## src/rtl/timer_ctrl.sv

```systemverilog
// timer_ctrl: programmable period timer controller.
//   Latches period/prescale/mode on an accepted start, gates a main up-counter
//   through a prescaler, and emits a registered one-cycle tick at terminal
//   count. Supports one-shot (ends in DONE) and auto-reload operation, with
//   pause and stop control. Priority each cycle: stop > pause > start.
//
// Ports:
//   clk          rising-edge clock
//   rstn         asynchronous active-low reset
//   start        start request (accepted in IDLE/DONE when stop=0)
//   stop         abort request; returns to IDLE, clears count/prescaler
//   pause        level; holds counting while high (RUN/PAUSE only)
//   period       terminal count value, latched on accepted start
//   presc        prescale divisor minus one, latched on accepted start
//   auto_reload  1 = periodic, 0 = one-shot, latched on accepted start
//   count        current main count (registered)
//   tick         one-cycle terminal-count pulse (registered)
//   busy         high in RUN or PAUSE
//   done         high in DONE
//   state        IDLE=0, RUN=1, PAUSE=2, DONE=3
//   tick_cnt     (TIMER_CTRL_TICK_CNT_EN only) saturating tick counter,
//                cleared on every accepted start
//
// Optional feature macro: TIMER_CTRL_TICK_CNT_EN
module timer_ctrl #(
  parameter int WIDTH   = 8,
  parameter int PRESC_W = 4
) (
  input  logic               clk,
  input  logic               rstn,
  input  logic               start,
  input  logic               stop,
  input  logic               pause,
  input  logic [WIDTH-1:0]   period,
  input  logic [PRESC_W-1:0] presc,
  input  logic               auto_reload,
  output logic [WIDTH-1:0]   count,
  output logic               tick,
  output logic               busy,
  output logic               done,
  output logic [1:0]         state
`ifdef TIMER_CTRL_TICK_CNT_EN
  ,
  output logic [7:0]         tick_cnt
`endif
);

  typedef enum logic [1:0] {
    ST_IDLE  = 2'd0,
    ST_RUN   = 2'd1,
    ST_PAUSE = 2'd2,
    ST_DONE  = 2'd3
  } state_t;

  state_t               r_state, w_state_nxt;
  logic [WIDTH-1:0]     r_count, w_count_nxt;
  logic [PRESC_W-1:0]   r_psc, w_psc_nxt;
  logic                 r_tick, w_tick_nxt;
  logic [WIDTH-1:0]     r_period_l, w_period_nxt;
  logic [PRESC_W-1:0]   r_presc_l, w_presc_nxt;
  logic                 r_auto_l, w_auto_nxt;

  always_ff @(posedge clk or negedge rstn) begin
    if (!rstn) begin
      r_state    <= ST_IDLE;
      r_count    <= '0;
      r_psc      <= '0;
      r_tick     <= 1'b0;
      r_period_l <= '0;
      r_presc_l  <= '0;
      r_auto_l   <= 1'b0;
    end else begin
      r_state    <= w_state_nxt;
      r_count    <= w_count_nxt;
      r_psc      <= w_psc_nxt;
      r_tick     <= w_tick_nxt;
      r_period_l <= w_period_nxt;
      r_presc_l  <= w_presc_nxt;
      r_auto_l   <= w_auto_nxt;
    end
  end

  always_comb begin
    w_state_nxt  = r_state;
    w_count_nxt  = r_count;
    w_psc_nxt    = r_psc;
    w_tick_nxt   = 1'b0;
    w_period_nxt = r_period_l;
    w_presc_nxt  = r_presc_l;
    w_auto_nxt   = r_auto_l;
    if (stop) begin
      w_state_nxt = ST_IDLE;
      w_count_nxt = '0;
      w_psc_nxt   = '0;
    end else begin
      case (r_state)
        ST_IDLE, ST_DONE: begin
          if (start) begin
            w_period_nxt = period;
            w_presc_nxt  = presc;
            w_auto_nxt   = auto_reload;
            w_count_nxt  = '0;
            w_psc_nxt    = '0;
            w_state_nxt  = ST_RUN;
          end
        end
        ST_RUN, ST_PAUSE: begin
          if (pause) begin
            w_state_nxt = ST_PAUSE;
          end else begin
            // Leaving PAUSE takes a step on the same edge, so a pause held for
            // N cycles delays the next tick by exactly N clocks.
            w_state_nxt = ST_RUN;
            if (r_psc == r_presc_l) begin
              w_psc_nxt = '0;
              if (r_count == r_period_l) begin
                w_tick_nxt  = 1'b1;
                w_count_nxt = '0;
                if (!r_auto_l) w_state_nxt = ST_DONE;
              end else begin
                w_count_nxt = r_count + 1'b1;
              end
            end else begin
              w_psc_nxt = r_psc + 1'b1;
            end
          end
        end
        default: w_state_nxt = ST_IDLE;
      endcase
    end
  end

  assign count = r_count;
  assign tick  = r_tick;
  assign busy  = (r_state == ST_RUN) || (r_state == ST_PAUSE);
  assign done  = (r_state == ST_DONE);
  assign state = r_state;

`ifdef TIMER_CTRL_TICK_CNT_EN
  logic       w_start_acc;
  logic [7:0] r_tick_cnt;

  assign w_start_acc = start && !stop && ((r_state == ST_IDLE) || (r_state == ST_DONE));

  always_ff @(posedge clk or negedge rstn) begin
    if (!rstn) begin
      r_tick_cnt <= '0;
    end else if (w_start_acc) begin
      r_tick_cnt <= '0;
    end else if (w_tick_nxt && (r_tick_cnt != 8'hFF)) begin
      r_tick_cnt <= r_tick_cnt + 1'b1;
    end
  end

  assign tick_cnt = r_tick_cnt;
`endif

endmodule

```

## config.mk

```make
export PLATFORM = sky130hd
export DESIGN_NAME = timer_ctrl
export DESIGN_NICKNAME = d
export VERILOG_FILES = /design/src/rtl/timer_ctrl.sv
export SDC_FILE = /design/constraint.sdc
export NUM_CORES = 1
export LEC_CHECK = 0
export CAP_MARGIN = 20
export CORE_ASPECT_RATIO = 1.5
export CORE_MARGIN = 8
export CORE_UTILIZATION = 34
export DETAILED_ROUTE_END_ITERATION = 12
export PLACE_DENSITY = 0.56
export SLEW_MARGIN = 20
export SYNTH_ARGS = -nofsm -noshare
export SYNTH_HDL_FRONTEND = slang
export SYNTH_SLANG_ARGS = --single-unit
```

## constraint.sdc

```tcl
create_clock -name clk -period 2.2 [get_ports clk]
set_input_delay 0.44 -clock clk [delete_from_list [all_inputs] [get_ports clk]]
set_output_delay 0.44 -clock clk [all_outputs]
set_load 0.01 [all_outputs]
```

==> results of run 1 <==
==> how the worst min path moves through the flow <==
stage / startpoint / cells after the start / endpoint
finish: r_auto_l / 1 / r_auto_l
global route: r_auto_l / 1 / r_auto_l
CTS: r_auto_l / 1 / r_auto_l
detailed placement: r_auto_l / 1 / r_auto_l
global placement: r_auto_l / 1 / r_auto_l
floorplan: rstn / 0 / count[0]
==> cell type report <==
class,count,area (um2)
Inverter,2,7.51
Multi-Input combinational cell,92,727
Fill cell,432,2260
Tap cell,46,57.6
Sequential cell,28,701
Clock buffer,4,55.1
Timing Repair Buffer,34,330
==> metal layers <==
layer / vias to the layer above / wire length (um)
met2: 15 / 1710
met1: 537 / 1220
met3: 4 / 122
met5: - / 0
li1: 521 / -
met4: 0 / 50
==> power by group through the flow <==
stage                     logic, mW  registers [mW]  clock network (mW)
after floorplan               0.520           0.776                   0
after global placement        0.736           0.796                   0
after detailed placement      0.746           0.801                   0
after CTS                     0.752           0.788               0.331
after global routing          0.822           0.807               0.351
final                         0.743           0.785               0.312
==> sequential cells by signal (all words and copies together) (netlist names) <==
name,cells
state,2
r_psc,4
r_presc_l,4
r_auto_l,1
count,8
tick,1
r_period_l,8
==> logic make-up (layout without fill, tap and decap cells) <==
family | after synthesis | count (layout) | synth area share
xor+xnor | 12 | 12 | 0.0731
mux | 14 | 14 | 0.110
simple gates | 41 | 41 | 0.178
fa+ha+maj | 3 | 3 | 0.0261
buf+inv | 3 | 40 | 0.00870
compound gates | 22 | 22 | 0.117
flops | 28 | 28 | 0.487
==> timing repair <==
item / CTS / global route
gates resized for setup: 0 / 1
endpoints found under the hold margin: 0 / 0
endpoints found under the setup margin: 0 / 1
==> metrics by stage <==
stage / instances / total power, mW / hold WS, ns
finish: 206 / 1.84 / 0.532
global route: 206 / 1.98 / 0.553
CTS: 206 / 1.87 / 0.529
detailed placement: 202 / 1.55 / 0.506
global placement: 202 / 1.53 / 0.517
floorplan: 123 / 1.30 / 0.144
==> layout by cell type, fill, tap and decap left out, drive strengths merged, types with 2 or more instances in the layout <==
| cell type | netlist | final |
|---|---|---|
| nor4 | 3 | 3 |
| mux2 | 14 | 14 |
| dfrtp | 28 | 28 |
| xnor2 | 4 | 4 |
| nor2 | 5 | 5 |
| nor3 | 8 | 8 |
| a21o | 3 | 3 |
| clkdlybuf4s50 | 0 | 30 |
| and3 | 2 | 2 |
| inv | 2 | 2 |
| xor2 | 8 | 8 |
| a21oi | 2 | 2 |
| clkbuf | 0 | 4 |
| nand2 | 9 | 9 |
| nor2b | 4 | 4 |
| a221o | 2 | 2 |
| buf | 1 | 4 |
| ha | 3 | 3 |
| a22o | 4 | 4 |
| o21ai | 7 | 7 |
| nand3 | 4 | 4 |
==> critical path, delay by kind of cell, from the launching register on <==
family | cells | cell delay (ns)
DFF | 1 | 0.41
buffers and inverters | 1 | 0.56
adders and majority gates | 1 | 0.41
==> impl.org, run 1 <==
** Timing
- The worst path meets setup with 0.103 ns of slack.
- Setup violations remaining at the end of the flow were counted as 0.
- Across the routed clock network, the largest skew measured is 0.00375 ns.
- Max Clk Rate :: 477 MHz
- The clock period could shrink to ~2.1 ns.
- Adding up every negative setup slack in the final design gives 0 ns.
- Max-slew violations :: 0
- In this run the tightest slew margin relative to its limit is 0.738.
- Slew at the pin closest to its max-slew limit :: 0.390 ns
- In the finished design, the share of the clock period the worst path needs comes to 0.953.
- The number of hold-slack violations in the final timing report is 0.
- Setup repair after global routing left no endpoint under its margin.

** Place
- Final weighted congestion in routability-driven placement :: 0.848
- Worst setup timing slack at the placement stage :: 0.128 ns
- Dpl hpwl :: about 2400 um
- Count of input and output buffers :: 30
- Instance area after placement :: 1820 um2

** Worst setup path
- The worst register-to-register path ends at count[7].
- The critical path starts at state[1].
- Biggest cell delay along the critical path :: roughly 0.56 ns
- The worst setup path is of the reg -> out kind.
- Critical Path Sink Type :: primary output
- CP max-delay cell :: sky130_fd_sc_hd__clkdlybuf4s50_1
- In this run the worst path has a maximum fanout of 8.
- CP Data Arrival Time :: between 1.5 and 2 ns
- Number of cells on the worst reg-to-reg path :: 6
- Setup crit start kind :: flop
- Following the worst setup path forward leads to its endpoint at busy.
- Crit path required time :: between 1.5 and 2 ns
- For flop-to-flop paths, the worst setup slack is 0.25 ns.
- Reg-to-reg critical path startpoint :: state[1]
- CP cell instances :: ha_2, clkdlybuf4s50_1

** Floorplan
- Initial standard-cell utilization of the core :: 0.348
- Placeable Area :: 4140 um2
- Area of the die :: 6610 um2
- Die boundary height :: 95.6 um
- I/O Pins :: 31
- From left edge to right edge, the die measures 69.1 um.
- Standard-cell rows :: 29

** Clock tree
- Hold bufs inserted after CTS :: 0
- The tree is rooted in a sky130_fd_sc_hd__clkbuf_8.
- In this run the number of H-tree levels came out at 1.
- The clock drives 28 sinks.
- The clock passes through at most 2 buffers.
- Clock tree from TritonCTS :: built
- In this run, CTS created clock tree buffers numbering 3.
- Clock Pin Slew Worst Setup and Hold Paths :: about 0.090 ns
- Clock latency on the worst-skew pair, taken at its later pin, is 0.27 ns.
- Setup repair bufs after CTS :: 0

** Cells and area
- For this run, the share of the core covered by cells in the final layout is 0.454.
- With fillers left out, the area of the finished cells amounts to 1880 um2.
- Layout cell share with drive strength beyond 1 :: 0.219
- After the last flow step, the layout net total stands at about 180.
- Area Growth Syn to Fin :: 30.6%
- N_diodes :: 0

** Global route
- Via count of the first global-routing pass :: 1079
- The total overflow left after global routing is 0.
- Most utilized layer in the global route result :: met2
- The number of antenna violations at the first check in global routing is 0.
- The first global-routing pass estimated about 5100 um of wire.
- Met1 routing resource usage after global routing :: 0.0991
- Total Routing Usage GR :: 0.0939
- Met3 usage in global routing :: 0.0229
- Met2 capacity usage during global routing :: 0.168
- Pin count of the biggest net entering global routing :: 29

** Pwr
- Clock group share of total power :: 0.170
- P_leak :: 0.814 nW
- Sequential Power Share :: 0.427
- Proportion of total power due to net switching :: 0.341
- Internal power comes to 1.21 mW.
- Power Dens Cells :: between 900 and 1000 nW/um2
- IR analysis of the VDD net gives a maximum drop of 0.000519 V.
- In this run the power spent charging and discharging nets is 0.628 mW.
- Power share of the combinational group :: 0.404

** Yosys
- In this run, synthesis inferred 0 flip-flops with an integrated enable.
- Combined area of all synthesized cells :: 1440 um2
- Dominant cell type by area after synthesis :: sky130_fd_sc_hd__dfrtp_1
- The commonest cells after synthesis are sky130_fd_sc_hd__dfrtp_1 (28), sky130_fd_sc_hd__mux2_2 (14), sky130_fd_sc_hd__nand2_1 (9), sky130_fd_sc_hd__xor2_1 (8), sky130_fd_sc_hd__o21ai_0 (7).
- Fraction of the yosys area taken by sequential cells :: 0.487
- The cell count after synthesis came out at 123.
- By area the synthesized netlist is led by sky130_fd_sc_hd__dfrtp_1 (49%), sky130_fd_sc_hd__mux2_2 (11%), sky130_fd_sc_hd__xor2_1 (4.9%).
- Post-synthesis register bit count :: 28
- Net count after synthesis :: 144
- For this run, asynchronously set or reset flops after synthesis account for 1.00.
- The share of synthesized area in the top cell type comes to 0.487.
- In the post-synthesis netlist, the cell with the most instances is sky130_fd_sc_hd__dfrtp_1.
- YS warnings :: 0
- Avg Synthesized Cell Area :: 11.7 um2
- Among all flip-flop cells after synthesis, the most frequent one is sky130_fd_sc_hd__dfrtp_1.
- Distinct cell type count of the synthesized netlist :: 34

** Min path
- The tightest min-delay check is of the reg -> reg type.

** Drt
- Overall via count from detail_route :: 1077
- The routed design has between 3000 and 4000 um of wire.
- Antenna violation net count after detailed routing :: 0
- In the final routed layout, each cell accounts on average for 15.1 um.
- In this run, the number of DRC markers left after iteration 0 of detailed routing was 36.
- Count of unresolved DRC violations after routing :: 0
- After detailed routing, the number of vias per cell comes to 5.23.
- Total iterations of the first detailed-routing run :: 4

** Job
- Max-cap violations in this run came to 0.

** Status
- Result of the run :: completed
Power figures use the tool's default switching activity.
==> run 2, diff against run 1 <==
Settings changed: CORE_UTILIZATION 34 to 50, PLACE_DENSITY 0.56 to 0.78.
==> run 2 against run 1 <==
Sequential power is 0.8% higher. Final area is 0.80% higher. Clock-buffer cell count shrank 1. Worst setup slack gained 0.0025 ns. Sequential share of layout area fell by 0.30 points. Die area decreased by 26%. Largest cell class unchanged. Largest power group unchanged.
==> impl.org, run 2 (synthesis gave the netlist of run 1 again) <==
** Status
- Result of the run: completed (unchanged).

** Cells and area
- The share of layout cells above drive strength 1 was 0.224 (was 0.219).
- N_diodes :: 0 (unchanged)
- Filler cell count in the final layout :: 247 (was 432)
- Non-filler instance count after layout :: 200 (was 206)
- Final Net Count :: 183 (was 182)
- Top library cells by usage in the layout, fill and taps aside: sky130_fd_sc_hd__clkdlybuf4s50_1 (30), sky130_fd_sc_hd__dfrtp_1 (28), sky130_fd_sc_hd__mux2_2 (14) (unchanged).
- Sequential cell area in the final layout :: 701 um2 (unchanged)
- Most common cell after layout, fill and taps aside :: sky130_fd_sc_hd__clkdlybuf4s50_1 (unchanged)
- The post-layout instance area was 1890 um2 (was 1880 um2).
- The area added between synthesis and finish was 31.7% (was 30.6%).
- The share of the core filled with cells is 0.671 (was 0.454).
- The area taken by multi-input logic gates came to 727 um2 (unchanged).

** Drt
- The detail-routed net length per standard cell was 15.7 um (was 15.1 um).
- Amount of wire on met3 after detailed routing :: 147 um (was 122 um)
- WL met2 :: 1650 um (was 1710 um)
- Routed wire length :: 3140 um (was 3100 um)
- Overall via count from detail_route :: 1100 (was 1077)
- The detailed router's first-iteration violation count is 19 (was 36).
- The post-detailed-route DRC marker count came to 0 (unchanged).
- The number of vias per cell after detailed routing was 5.50 (was 5.23).
- Antenna violation net count after detailed routing :: 0 (unchanged)
- The first-pass iteration count of the detailed router came to 4 (unchanged).
- Top layer in use :: met4 (unchanged)
- Met1 Routed Length :: 1250 um (was 1220 um)

** Pwr
- The total power is 1.93 mW (was 1.84 mW).
- P_leak :: 0.826 nW (was 0.814 nW)
- VDD IR-drop max :: 0.000722 V (was 0.000519 V)
- Power Dens Cells :: 1020 nW/um2 (was 979 nW/um2)

** Worst setup path
- The number of cells on the worst reg-to-reg path was 6 (unchanged).
- The endpoint required time on the critical path was 1.76 ns (about the same).
- The startpoint type of the worst setup path is a flop (unchanged).
- The origin of the critical flop-to-flop path is state[1] (unchanged).
- Critical Path Sink Type :: primary output (unchanged)
- The critical path class was reg -> out (unchanged).
- Maximum net fanout on the critical path :: 8 (unchanged)
- The critical path launch point is state[1] (unchanged).
- The register-to-register path setup slack was 0.25 ns (about the same).
- The end of the worst register-to-register path was count[3] (was count[7]).
- CP Data Arrival Time :: 1.65 ns (was 1.66 ns)

** Timing
- The setup total negative slack is 0 ns (unchanged).
- The number of hold-slack violations in the final timing report came to 0 (unchanged).
- The worst clock skew came to 0.00502 ns (was 0.00375 ns).
- The least setup slack across all paths after layout came to 0.106 ns (was 0.103 ns).
- The worst slew slack as a fraction of its limit is 0.718 (was 0.738).
- Period minus WS final :: 2.09 ns (was 2.10 ns)
- The slew at the pin closest to its max-slew limit is 0.419 ns (was 0.390 ns).
- Endpoints failing setup :: 0 (unchanged)
- The post-route worst hold slack is 0.529 ns (was 0.532 ns).
- Post-route clock period utilization :: 0.952 (was 0.953)
- The highest attainable clock frequency was 478 MHz (was 477 MHz).
- The count of final max-slew check failures is 0 (unchanged).
- RSZ-0062 raised after global routing :: no (unchanged)

** Floorplan
- Area of the die :: 4880 um2 (was 6610 um2)
- The count of standard-cell rows is 24 (was 29).
- The top-level I/O count was 31 (unchanged).
- Die boundary height :: 81.7 um (was 95.6 um)
- The chip width was 59.8 um (was 69.1 um).
- Placeable Area :: 2820 um2 (was 4140 um2)
- Initial standard-cell utilization of the core :: 0.509 (was 0.348)

** Place
- Instance area after placement :: 1820 um2 (about the same)
- The global placement routability congestion is 0.837 (was 0.848).
- The post-placement setup slack is 0.113 ns (was 0.128 ns).
- The placed wire-length estimate came to 2440 um (was 2410 um).
- The number of placed cells counting well taps was 196 (was 202).
- The number of I/O port buffers came to 30 (unchanged).

** Global route
- Pin count of the biggest net entering global routing :: 29 (unchanged)
- The total global-route track usage is 0.143 (was 0.0939).
- Antenna violations before repair :: 0 (unchanged)
- The number of global-route vias before repair is 1200 (was 1079).
- Wire length of the first global-routing pass :: 5310 um (was 5090 um)
- The total grt overflow was 0 (unchanged).

** Clock tree
- The number of CTS-inserted buffers was 3 (unchanged).
- The number of sinks driven by the clock tree came to 28 (unchanged).
- The number of buffers on the longest clock path came to 2 (unchanged).
- The CTS H-tree depth came to 1 (unchanged).
- Clock latency on the worst-skew pair :: 0.28 ns (was 0.27 ns)
- The clock transition time at the flip-flop clock pins of the worst setup and hold paths was 0.09 ns (about the same).
- Library cell used as clock root buffer :: sky130_fd_sc_hd__clkbuf_8 (unchanged)
- Clock tree from TritonCTS :: built (unchanged)

** Job
- Max-capacitance violation count :: 0 (unchanged)

** Min path
- The type of the tightest min-delay check was in -> async (was reg -> reg).
## run 2: power by group
part	total [mW]	switching, mW	leakage, nW	internal (mW)
clock	0.406	0.162	0.0357	0.244
combinational	0.738	0.349	0.431	0.388
sequential	0.791	0.124	0.360	0.667
## run 2: worst max path at each step
stage | endpoint | slack [ns]
6_report | busy | 0.11
5_1_grt | busy | 0.05
4_1_cts | busy | 0.05
3_5_place_dp | count[3] | 0.11
3_3_place_gp | count[7] | 0.17
2_1_floorplan | r_auto_l | 0.24
## run 2: critical path, cell delays in order (launching register included)
cell and delay [ns]:
sky130_fd_sc_hd__dfrtp_1 0.41, sky130_fd_sc_hd__ha_2 0.41, sky130_fd_sc_hd__clkdlybuf4s50_1 0.56
## run 2: what timing repair did
action,4_1_cts,5_1_grt
buffers inserted,0,0
hold buffers,0,0
gates resized for setup,0,1
setup endpoints to repair,0,1
## run 2: final cells by class
| class | instances | share of cell area |
|---|---|---|
| Clock buffer | 3 | 0.0218 |
| Inverter | 2 | 0.00397 |
| Sequential cell | 28 | 0.370 |
| Tap cell | 39 | 0.0258 |
| Timing Repair Buffer | 35 | 0.178 |
| Clock inverter | 1 | 0.0159 |
| Multi-Input combinational cell | 92 | 0.384 |
## run 2: metal layers
| metal | track usage | vias up |
|---|---|---|
| li1 | - | 523 |
| met1 | 0.141 | 544 |
| met3 | 0.0266 | 7 |
| met2 | 0.262 | 26 |
| met5 | 0 | - |
| met4 | 0.0911 | 0 |
